--- config.mk ---
export PLATFORM = sky130hd
export DESIGN_NAME = issue_queue_ctrl_flat
export DESIGN_NICKNAME = d
export VERILOG_FILES = /design/src/rtl/issue_queue_ctrl_pkg.sv /design/src/rtl/issue_queue_ctrl_if.sv /design/src/rtl/issue_queue_ctrl_sync_fifo_mem.sv /design/src/rtl/issue_queue_ctrl.sv /design/src/flat_wrapper.sv
export SDC_FILE = /design/constraint.sdc
export NUM_CORES = 1
export LEC_CHECK = 0
export CORE_ASPECT_RATIO = 1.75
export CORE_UTILIZATION = 35
export CTS_CLUSTER_SIZE = 30
export DETAILED_ROUTE_END_ITERATION = 7
export MAX_ROUTING_LAYER = met4
export PLACE_DENSITY_LB_ADDON = 0.12
export SETUP_SLACK_MARGIN = 0.2
export SLEW_MARGIN = 20
export SYNTH_ARGS = -nofsm -noshare
export SYNTH_HDL_FRONTEND = slang
export SYNTH_SLANG_ARGS = --single-unit
--- constraint.sdc ---
create_clock -name clk -period 3.48 [get_ports clk]
set_clock_uncertainty 0.2 [all_clocks]
set_input_delay 0.87 -clock clk [delete_from_list [all_inputs] [get_ports clk]]
set_output_delay 0.87 -clock clk [all_outputs]
set_load 0.01 [all_outputs]
--- src/rtl/issue_queue_ctrl_pkg.sv ---
// Shared types and constants for the instruction queue / issue sequencer.
package issue_queue_ctrl_pkg;

  typedef logic [31:0] WORD_TP;
  typedef logic [31:0] ADDR_TP;

  localparam logic   TRUE      = 1'b1;
  localparam logic   FALSE     = 1'b0;
  localparam WORD_TP ZERO_WORD = '0;

  typedef struct packed {
    WORD_TP inst;
    ADDR_TP cur_pc;
    ADDR_TP mis_pc;
    logic   pb_tk_stat;
  } iq_entry_t;

  localparam int unsigned IQ_ENTRY_W = $bits(iq_entry_t);

  localparam logic [1:0] ST_IDLE  = 2'd0;
  localparam logic [1:0] ST_RUN   = 2'd1;
  localparam logic [1:0] ST_FLUSH = 2'd2;

endpackage

--- src/rtl/issue_queue_ctrl_if.sv ---
// IFU push side, ROB rollback and dispatcher handshake of the issue queue.
interface issue_queue_ctrl_if;
  import issue_queue_ctrl_pkg::*;

  logic   if_valid;
  WORD_TP if_inst;
  ADDR_TP if_cur_pc;
  ADDR_TP if_mis_pc;
  logic   if_pb_tk_stat;
  logic   iq_full;

  logic   rob_rb;
  logic   id_full;
  logic   id_en;
  logic   id_st;
  logic   id_rb;

  logic   disp_valid;
  WORD_TP disp_inst;
  ADDR_TP disp_cur_pc;
  ADDR_TP disp_mis_pc;
  logic   disp_pb_tk_stat;

  modport master (
    output if_valid, if_inst, if_cur_pc, if_mis_pc, if_pb_tk_stat,
    output rob_rb, id_full,
    input  iq_full, id_en, id_st, id_rb,
    input  disp_valid, disp_inst, disp_cur_pc, disp_mis_pc, disp_pb_tk_stat
  );

  modport slave (
    input  if_valid, if_inst, if_cur_pc, if_mis_pc, if_pb_tk_stat,
    input  rob_rb, id_full,
    output iq_full, id_en, id_st, id_rb,
    output disp_valid, disp_inst, disp_cur_pc, disp_mis_pc, disp_pb_tk_stat
  );

endinterface

--- src/rtl/issue_queue_ctrl_sync_fifo_mem.sv ---
// DEPTH x WIDTH register array: one synchronous write port, one asynchronous read port.
module sync_fifo_mem #(
  parameter  int unsigned DEPTH = 8,
  parameter  int unsigned WIDTH = 97,
  localparam int unsigned AW    = $clog2(DEPTH)
) (
  input  logic             clk,
  input  logic             rst,
  input  logic             wr_en,
  input  logic [AW-1:0]    wr_addr,
  input  logic [WIDTH-1:0] wr_data,
  input  logic [AW-1:0]    rd_addr,
  output logic [WIDTH-1:0] rd_data
);

  logic [WIDTH-1:0] mem [DEPTH];

  // Cleared on reset so the head outputs read as zero while the queue is reset.
  always_ff @(posedge clk or negedge rst) begin
    if (!rst) begin
      for (int unsigned i = 0; i < DEPTH; i++) begin
        mem[i] <= '0;
      end
    end else if (wr_en) begin
      mem[wr_addr] <= wr_data;
    end
  end

  assign rd_data = mem[rd_addr];

endmodule

--- src/rtl/issue_queue_ctrl.sv ---
// Instruction queue between IFU and dispatcher: buffers fetched instructions,
// presents the head entry, pops on dispatcher acceptance and flushes on ROB rollback.
module issue_queue_ctrl
  import issue_queue_ctrl_pkg::*;
#(
  parameter int unsigned IQ_DEPTH  = 8,
  parameter int unsigned FLUSH_CYC = 1
) (
  input  logic                 clk,
  input  logic                 rst,
  input  logic                 rdy,
  issue_queue_ctrl_if.slave    iq
);

  localparam int unsigned AW = $clog2(IQ_DEPTH);
  localparam int unsigned CW = AW + 1;
  localparam int unsigned FW = (FLUSH_CYC < 1) ? 1 : $clog2(FLUSH_CYC + 1);

  localparam logic [CW-1:0] DEPTH_C    = CW'(IQ_DEPTH);
  localparam logic [FW-1:0] FLUSH_LOAD = FW'(FLUSH_CYC);
  localparam logic [FW-1:0] FLUSH_LAST = FW'(1);

  logic [1:0]    state;
  logic [AW-1:0] head;
  logic [AW-1:0] tail;
  logic [CW-1:0] count;
  logic [FW-1:0] flush_cnt;

  logic          in_run;
  logic          push;
  logic          pop;
  iq_entry_t     wr_entry;
  iq_entry_t     head_entry;

  assign in_run = (state == ST_RUN);

  // Dispatcher controls.
  assign iq.id_en = (state == ST_RUN) || (state == ST_FLUSH);
  assign iq.id_rb = (state == ST_FLUSH) ? TRUE : FALSE;
  assign iq.id_st = iq.id_full || !rdy;

  assign iq.disp_valid      = (count != '0) && in_run;
  assign iq.disp_inst       = head_entry.inst;
  assign iq.disp_cur_pc     = head_entry.cur_pc;
  assign iq.disp_mis_pc     = head_entry.mis_pc;
  assign iq.disp_pb_tk_stat = head_entry.pb_tk_stat;

  assign iq.iq_full = (count >= DEPTH_C - 1'b1) || !in_run;

  assign pop  = iq.disp_valid && iq.id_en && !iq.id_st && !iq.id_rb && rdy;
  // A full queue still accepts a push when the head leaves in the same cycle.
  assign push = iq.if_valid && rdy && in_run && !iq.rob_rb &&
                ((count < DEPTH_C) || pop);

  assign wr_entry = '{
    inst:       iq.if_inst,
    cur_pc:     iq.if_cur_pc,
    mis_pc:     iq.if_mis_pc,
    pb_tk_stat: iq.if_pb_tk_stat
  };

  sync_fifo_mem #(
    .DEPTH (IQ_DEPTH),
    .WIDTH (IQ_ENTRY_W)
  ) u_mem (
    .clk     (clk),
    .rst     (rst),
    .wr_en   (push),
    .wr_addr (tail),
    .wr_data (wr_entry),
    .rd_addr (head),
    .rd_data (head_entry)
  );

  // Pointers and occupancy; rollback overrides any push or pop of the same cycle.
  always_ff @(posedge clk or negedge rst) begin
    if (!rst) begin
      head  <= '0;
      tail  <= '0;
      count <= '0;
    end else if (rdy) begin
      if (iq.rob_rb) begin
        head  <= '0;
        tail  <= '0;
        count <= '0;
      end else begin
        if (push) tail <= tail + 1'b1;
        if (pop)  head <= head + 1'b1;
        if (push && !pop)      count <= count + 1'b1;
        else if (pop && !push) count <= count - 1'b1;
      end
    end
  end

  always_ff @(posedge clk or negedge rst) begin
    if (!rst) begin
      state     <= ST_IDLE;
      flush_cnt <= '0;
    end else if (rdy) begin
      if (iq.rob_rb) begin
        state     <= ST_FLUSH;
        flush_cnt <= FLUSH_LOAD;
      end else begin
        case (state)
          ST_IDLE:  state <= ST_RUN;
          ST_RUN:   state <= ST_RUN;
          ST_FLUSH: begin
            if (flush_cnt <= FLUSH_LAST) begin
              state     <= ST_RUN;
              flush_cnt <= '0;
            end else begin
              flush_cnt <= flush_cnt - 1'b1;
            end
          end
          default:  state <= ST_IDLE;
        endcase
      end
    end
  end

`ifndef SYNTHESIS
  logic ovf_attempt;
  assign ovf_attempt = iq.if_valid && rdy && in_run && !iq.rob_rb &&
                       (count == DEPTH_C) && !pop;

  iq_overflow: assert property (@(posedge clk) disable iff (!rst) !ovf_attempt)
    else $warning("iq_overflow: push dropped with the queue at capacity");
`endif

endmodule

--- src/flat_wrapper.sv ---
// flat-port wrapper written by rule: the top's interface ports become plain ports
module issue_queue_ctrl_flat import issue_queue_ctrl_pkg::*;
#(
  parameter int unsigned IQ_DEPTH  = 8,
  parameter int unsigned FLUSH_CYC = 1
)
  (clk, rst, rdy, iq_if_valid, iq_if_inst, iq_if_cur_pc, iq_if_mis_pc, iq_if_pb_tk_stat, iq_rob_rb, iq_id_full, iq_iq_full, iq_id_en, iq_id_st, iq_id_rb, iq_disp_valid, iq_disp_inst, iq_disp_cur_pc, iq_disp_mis_pc, iq_disp_pb_tk_stat);
  issue_queue_ctrl_if iq_i ();
  input  logic clk;
  input  logic rst;
  input  logic rdy;
  input wire logic [$bits(iq_i.if_valid)-1:0] iq_if_valid;
  input wire logic [$bits(iq_i.if_inst)-1:0] iq_if_inst;
  input wire logic [$bits(iq_i.if_cur_pc)-1:0] iq_if_cur_pc;
  input wire logic [$bits(iq_i.if_mis_pc)-1:0] iq_if_mis_pc;
  input wire logic [$bits(iq_i.if_pb_tk_stat)-1:0] iq_if_pb_tk_stat;
  input wire logic [$bits(iq_i.rob_rb)-1:0] iq_rob_rb;
  input wire logic [$bits(iq_i.id_full)-1:0] iq_id_full;
  output wire logic [$bits(iq_i.iq_full)-1:0] iq_iq_full;
  output wire logic [$bits(iq_i.id_en)-1:0] iq_id_en;
  output wire logic [$bits(iq_i.id_st)-1:0] iq_id_st;
  output wire logic [$bits(iq_i.id_rb)-1:0] iq_id_rb;
  output wire logic [$bits(iq_i.disp_valid)-1:0] iq_disp_valid;
  output wire logic [$bits(iq_i.disp_inst)-1:0] iq_disp_inst;
  output wire logic [$bits(iq_i.disp_cur_pc)-1:0] iq_disp_cur_pc;
  output wire logic [$bits(iq_i.disp_mis_pc)-1:0] iq_disp_mis_pc;
  output wire logic [$bits(iq_i.disp_pb_tk_stat)-1:0] iq_disp_pb_tk_stat;
  assign iq_i.if_valid = iq_if_valid;
  assign iq_i.if_inst = iq_if_inst;
  assign iq_i.if_cur_pc = iq_if_cur_pc;
  assign iq_i.if_mis_pc = iq_if_mis_pc;
  assign iq_i.if_pb_tk_stat = iq_if_pb_tk_stat;
  assign iq_i.rob_rb = iq_rob_rb;
  assign iq_i.id_full = iq_id_full;
  assign iq_iq_full = iq_i.iq_full;
  assign iq_id_en = iq_i.id_en;
  assign iq_id_st = iq_i.id_st;
  assign iq_id_rb = iq_i.id_rb;
  assign iq_disp_valid = iq_i.disp_valid;
  assign iq_disp_inst = iq_i.disp_inst;
  assign iq_disp_cur_pc = iq_i.disp_cur_pc;
  assign iq_disp_mis_pc = iq_i.disp_mis_pc;
  assign iq_disp_pb_tk_stat = iq_i.disp_pb_tk_stat;
  issue_queue_ctrl #(.IQ_DEPTH(IQ_DEPTH), .FLUSH_CYC(FLUSH_CYC)) u_core (.clk(clk), .rst(rst), .rdy(rdy), .iq(iq_i));
endmodule
==> key figures <==
Status
  – Outcome: complete, but fails checks
  – Failing checks: setup timing

Clock tree
  – CTS H-tree lvls: 3
  – Root Buffer: clkbuf_16
  – Clock Latency Late Sink: 0.66 ns
  – Clock slew seen by the registers of the worst setup and hold paths: 0.06 ns
  – CTS tree: yes
  – Clk sink count: 788
  – Total CTS buffers: 81
  – CTS Buffer Depth: 3

Timing
  – Crit share post-route: 1.09
  – Final Worst Setup Slack: -0.328 ns
  – Worst-Margin Slew: 0.680 ns
  – Slew margin rel.: 0.547
  – Fmax: 0.263 GHz
  – Setup TNS: -17.44 ns
  – Fin Hold WS: 0.299 ns
  – Final Setup Violations: 95
  – Final Max Slew Viols: 0
  – Final Hold Viols: 0
  – RSZ-0062 raised after global routing: true
  – Final Critical Period: 3.81 ns

Logic synthesis
  – Synth Flop Type: dfrtp_1
  – Cell taking the most area after synthesis: dfrtp_1
  – Syn_area_per_cell: 17.0 um^2
  – Synth top area cells: dfrtp_1, mux2_2, mux4_2
  – Post-synthesis async set-or-reset flop share: 1.00
  – Synth cell types: 41
  – Mapped Nets: 2188
  – Yosys synthesis warning count: 0
  – Number of flops mapped to enable cells by yosys: 0
  – FF+latch count, synth: 788
  – Post-synthesis sequential area ratio: 0.560
  – Share of the synthesized area in the top cell type: 0.560
  – Top-count cell post-synth: mux2_2
  – Synth top cells by count: mux2_2, dfrtp_1, mux4_2
  – Mapped Area: 35200 um^2
  – Cell count after synthesis: 2077

Power and ir drop
  – Share of power burned in registers: 0.448
  – Comb power frac: 0.151
  – Peak supply drop: 0.484 mV
  – Cell Pwr Density: 488 nW/um^2
  – P_int: 16.8 mW
  – Clk pwr share: 0.401
  – Final total power: 22.1 mW
  – LEAKAGE: 21.2 nW
  – Psw: 5.35 mW
  – Sw Share: 0.242

Final layout
  – Final core occ: 0.455
  – Nets: 2597
  – Synthesis-to-finish area growth: 28.5%
  – Share of cells above drive strength 1: 0.616
  – Fillers: 8772

Setup path
  – Slowest stage cell, crit path: dfrtp_4
  – Kind of critical path: register to output port
  – Buffers plus inverters on the worst setup path: 7
  – Max incr delay on CP: 0.53 ns
  – Crit path DAT: 2.74 ns
  – R2r setup slk: 0.28 ns
  – Data required, critical path: 2.41 ns
  – Top delay family on crit path: buffers and inverters
  – Critical path startpoint category: register
  – CP Launch Point: u_core.head[0]
  – Worst-path fanout max: 5
  – CP most frequent cell: buf_6
  – CP endpoint kind: output port
  – Worst R2R Start: u_core.state[0]
  – Critical Path, Cell by Cell: buf_12 -> buf_6 -> buf_12 -> buf_12 -> buf_6 -> buf_6 -> mux4_2 -> mux2_4 -> buf_6

Drt
  – Total Wirelength: 92.5 mm
  – Drt first pass iters: 5
  – Vias per inst: 5.18
  – Final ANT Viol Nets: 0
  – Wire per inst: 23.9 um
  – DR iter-0 viols: 814
  – DRC viols: 0
  – Vias: 20036

Placement
  – GPL Wtd Cong: 0.753
  – Port bufs: 204
  – Place WS: -0.391 ns
  – DP HPWL: 57.0 mm

Worst hold path
  – Type of the most critical hold path: register to register
  – Hold_sp: u_core.u_mem.mem[120]

GRT
  – M1 GR Usage: 0.234
  – Met2 capacity usage during global routing: 0.326
  – M3 GR Usage: 0.0304
  – Grt peak-use layer: met2
  – GRT Util Overall: 0.192
  – GRT Residual Overflow: 0
  – First-pass GRT wire length: 145 mm
  – Initial antenna violation count: 7
  – Largest net degree at the start of global routing: 101
  – Vias in the first global route: 22911

Die
  – DIE WIDTH: 242 um
  – Die Y: 422 um
  – Core area: 99500 um^2
  – Die area: 102000 um^2
  – Starting density of the core: 0.354
  – FP Rows: 153
  – Io pins: 205

Run
  – Max-cap violations: 0
## kinds of logic after synthesis
logic type / share of synthesized area
and+or+nand+nor: 0.00785
AOI/OAI and AO/OA: 0.00355
buffers and inverters: 0.0190
DFF: 0.560
xor gates and xnor gates: 0.000249
adders and majority gates: 0.00305
muxes: 0.407
## timing repair
item	4_1_cts	5_1_grt
buffers inserted	66	39
resized for setup	512	163
hold endpoints to repair	22	0
gates cloned	11	3
pin swaps	0	1
setup endpoints to repair	101	168
hold buffers	1	0
## sequential cells by signal, summed over array words and instances, names as in the netlist
signal and cells:
u_core.tail 3, u_core.u_mem.mem 776, u_core.count 4, u_core.state 2, u_core.head 3
## stage by stage
| stage | instance area (um^2) | std cells |
|---|---|---|
| after CTS | 44400 | 3824 |
| after floorplan | 35200 | 2077 |
| after global routing | 45300 | 3870 |
| after global placement | 40400 | 3600 |
| final | 45300 | 3871 |
| after detailed placement | 40400 | 3600 |
## cells in the final DEF (no fill, tap or decap), drive strengths merged, types with 8 or more instances in the layout
master / instances
nand3: 8
clkinv: 18
dfrtp: 788
clkbuf: 129
mux4: 194
nand2: 9
clkdlybuf4s50: 103
buf: 346
mux2: 874
inv: 11
## per-layer routing
metal	vias up	part of all wire
met5	-	0
met4	0	0.019
met3	126	0.037
met2	336	0.52
met1	10923	0.42
li1	8651	-
## worst paths after layout
check,end,depth (start not counted)
setup / recovery,iq_disp_mis_pc[30],9
hold / removal,u_core.u_mem.mem[120],1
setup reg to reg,u_core.u_mem.mem[334],9
hold reg to reg,u_core.u_mem.mem[120],1
max in group asynchronous,u_core.head[1],3
min in group asynchronous,u_core.u_mem.mem[256],2
## layout make-up
| cell class | count | area [um^2] | share of cell area |
|---|---|---|---|
| Inverter | 6 | 22.5 | 0.000497 |
| Sequential cell | 788 | 19700 | 0.436 |
| Antenna cell | 5 | 12.5 | 0.000276 |
| Clock inverter | 34 | 404 | 0.00893 |
| Multi-Input combinational cell | 1139 | 15200 | 0.337 |
| Timing Repair Buffer | 470 | 5970 | 0.132 |
| Clock buffer | 112 | 2250 | 0.0498 |
| Tap cell | 1317 | 1650 | 0.0364 |
## worst reg2reg max path, stage by stage (launching register included)
cell	delay (ns)
dfrtp_1	0.40
inv_1	0.13
ha_4	0.23
or4b_4	0.59
a21o_1	0.24
buf_4	0.18
nor4b_4	0.34
buf_4	0.21
buf_12	0.19
mux2_2	0.38
## power by group through the flow
| stage | clock network [mW] | registers, mW | logic (mW) |
|---|---|---|---|
| after CTS | 9.21 | 9.90 | 3.28 |
| final | 8.87 | 9.90 | 3.33 |
| after detailed placement | 0 | 10.1 | 3.08 |
| after global placement | 0 | 10.0 | 3.02 |
| after floorplan | 0 | 9.97 | 1.51 |
| after global routing | 9.54 | 9.96 | 3.58 |
Note: power is estimated with default switching activity, not from simulation.
